## src/rtl/bcd_pkg.sv

```systemverilog
// Shared constants, state encoding and the digit-adjust rule for the bin_to_bcd_seq converter.
package bcd_pkg;

  localparam int BCD_DIGIT_W = 4;
  localparam logic [BCD_DIGIT_W-1:0] ADD3_THRESH = 4'd5;

  localparam logic [1:0] ST_IDLE  = 2'd0;
  localparam logic [1:0] ST_SHIFT = 2'd1;
  localparam logic [1:0] ST_DONE  = 2'd2;

  typedef enum logic [1:0] {
    IDLE  = ST_IDLE,
    SHIFT = ST_SHIFT,
    DONE  = ST_DONE
  } state_e;

  // Double-dabble correction: a digit that would become >=10 after doubling is pre-biased by 3.
  function automatic logic [BCD_DIGIT_W-1:0] add3(input logic [BCD_DIGIT_W-1:0] d);
    return (d >= ADD3_THRESH) ? d + 4'd3 : d;
  endfunction

endpackage

```

## src/rtl/bin_to_bcd_seq_if.sv

```systemverilog
// Request/result bundle between a binary producer and the bin_to_bcd_seq converter.
interface bin_to_bcd_seq_if
  import bcd_pkg::*;
#(
  parameter int BIN_W  = 8,
  parameter int DIGITS = 3
);

  logic                          start;
  logic [BIN_W-1:0]              bin_in;
  logic                          busy;
  logic                          done;
  logic [BCD_DIGIT_W*DIGITS-1:0] bcd_out;
  logic [DIGITS-1:0]             blank_out;

  modport master (
    output start, bin_in,
    input  busy, done, bcd_out, blank_out
  );

  modport slave (
    input  start, bin_in,
    output busy, done, bcd_out, blank_out
  );

endinterface

```

## src/rtl/bcd_digit_adj.sv

```systemverilog
// Combinational add-3 stage for one BCD digit: values 5..9 become 8..12, others pass through.
module bcd_digit_adj
  import bcd_pkg::*;
(
  input  logic [BCD_DIGIT_W-1:0] din,
  output logic [BCD_DIGIT_W-1:0] dout
);

  assign dout = add3(din);

endmodule

```

## src/rtl/bin_to_bcd_seq.sv

```systemverilog
// Sequential double-dabble converter, one input bit per clock; leading-zero blanking is
// built only when BCD_BLANK_EN is defined, otherwise blank_out is tied to 0.
module bin_to_bcd_seq
  import bcd_pkg::*;
#(
  parameter int BIN_W  = 8,
  parameter int DIGITS = 3
)(
  input  logic             clk,
  input  logic             rst_n,
  bin_to_bcd_seq_if.slave  bus
);

  localparam int SCR_W = BCD_DIGIT_W * DIGITS;
  localparam int CNT_W = $clog2(BIN_W + 1);

  if ((64'd10 ** DIGITS) <= ((64'd1 << BIN_W) - 64'd1)) begin : g_bad_digits
    $error("bin_to_bcd_seq: DIGITS=%0d cannot hold 2**%0d-1", DIGITS, BIN_W);
  end

  state_e           state_q, state_d;
  logic [CNT_W-1:0] cnt_q, cnt_d;
  logic [BIN_W-1:0] shift_q, shift_d;
  logic [SCR_W-1:0] scratch_q, scratch_d;
  logic [SCR_W-1:0] bcd_q;
  logic             load_out;
  logic             busy, done;

  logic [SCR_W-1:0] adj;
  logic [SCR_W-1:0] scr_nx;
  logic [BIN_W-1:0] shf_nx;

  for (genvar k = 0; k < DIGITS; k++) begin : g_adj
    bcd_digit_adj u_adj (
      .din  (scratch_q[BCD_DIGIT_W*k +: BCD_DIGIT_W]),
      .dout (adj[BCD_DIGIT_W*k +: BCD_DIGIT_W])
    );
  end

  // The adjusted top digit is always <5 before shifting, so the bit dropped by the cast is 0.
  assign scr_nx = SCR_W'({adj, shift_q[BIN_W-1]});
  assign shf_nx = {shift_q[BIN_W-2:0], 1'b0};

  // NOTE: every signal written here gets a default first, so no path can leave one unassigned
  // and infer a latch.
  always_comb begin
    state_d   = state_q;
    cnt_d     = cnt_q;
    shift_d   = shift_q;
    scratch_d = scratch_q;
    load_out  = 1'b0;
    busy      = 1'b0;
    done      = 1'b0;
    unique case (state_q)
      IDLE, DONE: begin
        done = (state_q == DONE);
        if (bus.start) begin
          state_d   = SHIFT;
          shift_d   = bus.bin_in;
          scratch_d = '0;
          cnt_d     = CNT_W'(BIN_W);
        end else begin
          state_d = IDLE;
        end
      end
      SHIFT: begin
        busy      = 1'b1;
        shift_d   = shf_nx;
        scratch_d = scr_nx;
        cnt_d     = cnt_q - CNT_W'(1);
        if (cnt_q == CNT_W'(1)) begin
          state_d  = DONE;
          load_out = 1'b1;
        end
      end
      default: state_d = IDLE;
    endcase
  end

  // NOTE: state registers use non-blocking assignments so every flop samples pre-edge values.
  always_ff @(posedge clk or negedge rst_n) begin
    if (!rst_n) begin
      state_q   <= IDLE;
      cnt_q     <= '0;
      shift_q   <= '0;
      scratch_q <= '0;
      bcd_q     <= '0;
    end else begin
      state_q   <= state_d;
      cnt_q     <= cnt_d;
      shift_q   <= shift_d;
      scratch_q <= scratch_d;
      if (load_out) bcd_q <= scr_nx;
    end
  end

  assign bus.busy    = busy;
  assign bus.done    = done;
  assign bus.bcd_out = bcd_q;

`ifdef BCD_BLANK_EN
  logic [DIGITS-1:0] blank_nx, blank_q;
  logic              hi_zero;

  // Digit k blanks only when it and every digit above it are zero; the units digit never blanks.
  always_comb begin
    blank_nx = '0;
    hi_zero  = 1'b1;
    for (int k = DIGITS - 1; k >= 1; k--) begin
      hi_zero     = hi_zero && (scr_nx[BCD_DIGIT_W*k +: BCD_DIGIT_W] == '0);
      blank_nx[k] = hi_zero;
    end
  end

  always_ff @(posedge clk or negedge rst_n) begin
    if (!rst_n) begin
      blank_q <= '0;
    end else if (load_out) begin
      blank_q <= blank_nx;
    end
  end

  assign bus.blank_out = blank_q;
`else
  assign bus.blank_out = '0;
`endif

endmodule
```

## src/flat_wrapper.sv

```systemverilog
// flat-port wrapper written by rule: the top's interface ports become plain ports
module bin_to_bcd_seq_flat import bcd_pkg::*;
#(
  parameter int BIN_W  = 8,
  parameter int DIGITS = 3
)
  (clk, rst_n, bus_start, bus_bin_in, bus_busy, bus_done, bus_bcd_out, bus_blank_out);
  bin_to_bcd_seq_if #(.BIN_W(BIN_W), .DIGITS(DIGITS)) bus_i ();
  input  logic clk;
  input  logic rst_n;
  input wire logic [$bits(bus_i.start)-1:0] bus_start;
  input wire logic [$bits(bus_i.bin_in)-1:0] bus_bin_in;
  output wire logic [$bits(bus_i.busy)-1:0] bus_busy;
  output wire logic [$bits(bus_i.done)-1:0] bus_done;
  output wire logic [$bits(bus_i.bcd_out)-1:0] bus_bcd_out;
  output wire logic [$bits(bus_i.blank_out)-1:0] bus_blank_out;
  assign bus_i.start = bus_start;
  assign bus_i.bin_in = bus_bin_in;
  assign bus_busy = bus_i.busy;
  assign bus_done = bus_i.done;
  assign bus_bcd_out = bus_i.bcd_out;
  assign bus_blank_out = bus_i.blank_out;
  bin_to_bcd_seq #(.BIN_W(BIN_W), .DIGITS(DIGITS)) u_core (.clk(clk), .rst_n(rst_n), .bus(bus_i));
endmodule
```

## config.mk

```make
export PLATFORM = sky130hd
export DESIGN_NAME = bin_to_bcd_seq_flat
export DESIGN_NICKNAME = d
export VERILOG_FILES = /design/src/rtl/bcd_pkg.sv /design/src/rtl/bin_to_bcd_seq_if.sv /design/src/rtl/bcd_digit_adj.sv /design/src/rtl/bin_to_bcd_seq.sv /design/src/flat_wrapper.sv
export SDC_FILE = /design/constraint.sdc
export NUM_CORES = 1
export LEC_CHECK = 0
export ABC_CLOCK_PERIOD_IN_PS = 1900
export BUFFER_PORTS_ARGS = -buffer_cell sky130_fd_sc_hd__buf_2
export CORE_MARGIN = 2
export CORE_UTILIZATION = 35
export DETAILED_ROUTE_END_ITERATION = 16
export PLACE_DENSITY = 0.63
export SYNTH_ARGS = -nofsm -noshare
export SYNTH_HDL_FRONTEND = slang
export SYNTH_HIERARCHICAL = 1
export SYNTH_SLANG_ARGS = --single-unit
```

## constraint.sdc

```tcl
create_clock -name clk -period 1.9 [get_ports clk]
set_clock_uncertainty 0.2 [all_clocks]
set_input_delay 0.38 -clock clk [delete_from_list [all_inputs] [get_ports clk]]
set_output_delay 0.38 -clock clk [all_outputs]
set_load 0.01 [all_outputs]
```

==> summary.md <==
| Metric | Value |
|---|---|
| Post-DR wirelength/cell | `13.02 um` |
| WHS | `0.1124 ns` |
| First-iteration detailed-routing DRC count | `47` |
| CP endpoint kind | `output pin` |
| Layout area overhead | `17.69%` |
| Mean post-synth cell area | `11.44 um2` |
| Worst path required time | `1.32 ns` |
| Post-DP Area | `2074 um2` |
| Setup crit start | `u_core/state_q[1]` |
| Max Used Layer | `met4` |
| DR vias | `1,262` |
| Kind of critical path | `reg -> out` |
| N_diodes | `0` |
| CTS Buf Count | `5` |
| Share of cells above drive strength 1 | `29.90%` |
| I/O Buffers | `24` |
| Pleak | `1.106 nW` |
| Reg2reg end | `u_core/bus.bcd_out[3]` |
| Worst EP arrival | `1.22 ns` |
| Worst setup path end | `bus_busy` |
| Bufs on Longest Clock Path | `2` |
| Mapped Cells | `162` |
| Fin cells | `264` |
| Met2 Wirelength | `1578 um` |
| Routed met1 length | `1661 um` |
| Core area | `5107 um2` |
| Antenna-violating nets left | `0` |
| Startpoint Class | `register` |
| DRC violations left | `0` |
| Setup slack, reg-to-reg | `0.12 ns` |
| Sum Neg Setup Slack | `0 ns` |
| First-pass DRT Iterations | `4` |
| Max cap viols | `0` |
| Slew headroom | `59.94%` |
| Syn. warnings | `6` |
| Final nets | `213` |
| Vias in the first global route | `1,259` |
| Worst-skew pair later-pin latency | `0.28 ns` |
| Routed WL | `3438 um` |
| Die Area | `5892 um2` |
| TritonCTS clock tree | `done` |
| R2R depth | `6` |
| Met3 Wirelength | `157 um` |
| Die width | `76.76 um` |
| Min-delay src | `bus_bin_in[1]` |
| Hold Path Class | `in -> reg` |
| RD Place Congestion | `0.7288` |
| Worst-path clk slew | `0.07 ns` |
| Status | `completed` |
| Post-Syn Area | `1853 um2` |
| Final setup vio count | `0` |
| Initial antenna violation count | `0` |
| Worst-margin pin slew | `0.6002 ns` |
| RSZ-0062 raised after global routing | `no` |
| Fin util | `42.70%` |
| Placed cells | `254` |
| Initial Utilization | `36.28%` |
| Max-slew violations | `0` |
| Io pins | `28` |
| Clock Sinks | `38` |
| GRT Util Overall | `12.85%` |
| FF-to-FF Start | `u_core/cnt_q[1]` |
| Final period util | `94.90%` |
| DPL Wire Length | `2464 um` |
| Total grt overflow | `0` |
| Worst vdd ir | `0.6611 mV` |
| First-pass GRT wire length | `5940 um` |
| Largest net degree at the start of global routing | `24` |
| Final Cell Area | `2181 um2` |
| Hold Violations, Final | `0` |
| Row cnt | `26` |
| CP Max Fanout | `7` |
| CTS root buffer | `clkbuf_8` |
| Vias per cell | `4.780` |
| Min cycle time layout | `1.803 ns` |
| Die Ht | `76.76 um` |
| # H-tree levels | `2` |
| Fmax | `554.6 MHz` |
| Power per standard cell area | `1710 nW/um2` |
## registers in the layout, summed over array words and instances, names as in the netlist
register	flops
u_core/cnt_q	4
u_core/shift_q	8
u_core/state_q	2
u_core/bus.bcd_out	12
u_core/scratch_q	12
## stage by stage
step           worst slack (ns)  power (mW)
4_1_cts                 0.03357       3.744
3_5_place_dp             0.1453       3.202
2_1_floorplan            0.2836       2.725
3_3_place_gp             0.1635       3.142
5_1_grt                0.005508       4.046
6_report                0.09688       3.730
## routing by layer
layer,global-route usage [%],vias to the layer above
li1,-,623
met1,17.08,604
met2,19.74,31
met3,3.412,4
met4,5.455,0
met5,0,-
## timing repair
action	in CTS	in global routing
hold buffers	1	0
endpoints found under the hold margin	15	0
gates cloned	0	0
setup endpoints to repair	1	1
gates resized for setup	1	1
setup buffers	0	2
## power by group
part	internal, mW	leakage, nW	total [mW]	switching (mW)
clock	0.253	0.0383	0.515	0.263
sequential	1.18	0.479	1.46	0.279
combinational	0.887	0.588	1.76	0.871
total	2.32	1.11	3.73	1.41
## worst max-delay path, cell delays in order, from the launching register on
cell	delay, ns
dfrtp_1	0.38
nand2b_2	0.21
clkinv_4	0.08
buf_4	0.14
buf_2	0.13
## area by class of cell
cell class	instances	area (um2)
clock buffer	7	76.32
fill	505	2927
inverter	10	42.54
multi-input combinational	106	807.0
sequential	38	952.2
tap	70	87.58
timing repair buffer	33	215.2
## worst min-delay path by stage
stage,endpoint,slack [ns],cells past startpoint
6_report,u_core/shift_q[1],0.11,3
2_1_floorplan,u_core/bus.bcd_out[0],-0.12,0
3_3_place_gp,u_core/bus.bcd_out[3],0.14,1
3_5_place_dp,u_core/bus.bcd_out[4],0.14,1
4_1_cts,u_core/shift_q[2],0.10,3
5_1_grt,u_core/shift_q[0],0.11,2
## layout by cell type (no fill, tap or decap), types with 2 or more instances in the layout
master	n
dfrtp_1	37
buf_2	24
nand2_1	18
a22o_1	13
inv_1	9
mux2_4	9
nand3_1	9
ha_1	8
a22oi_1	7
buf_4	6
nand2b_1	6
clkbuf_8	5
o21ai_0	5
mux2_2	3
conb_1	3
a21oi_2	3
mux2i_1	3
xnor2_1	3
nor2_1	3
clkbuf_1	2
nor2b_1	2
o21ai_1	2
buf_12	2
No activity file was read; power rests on OpenSTA's default activity.
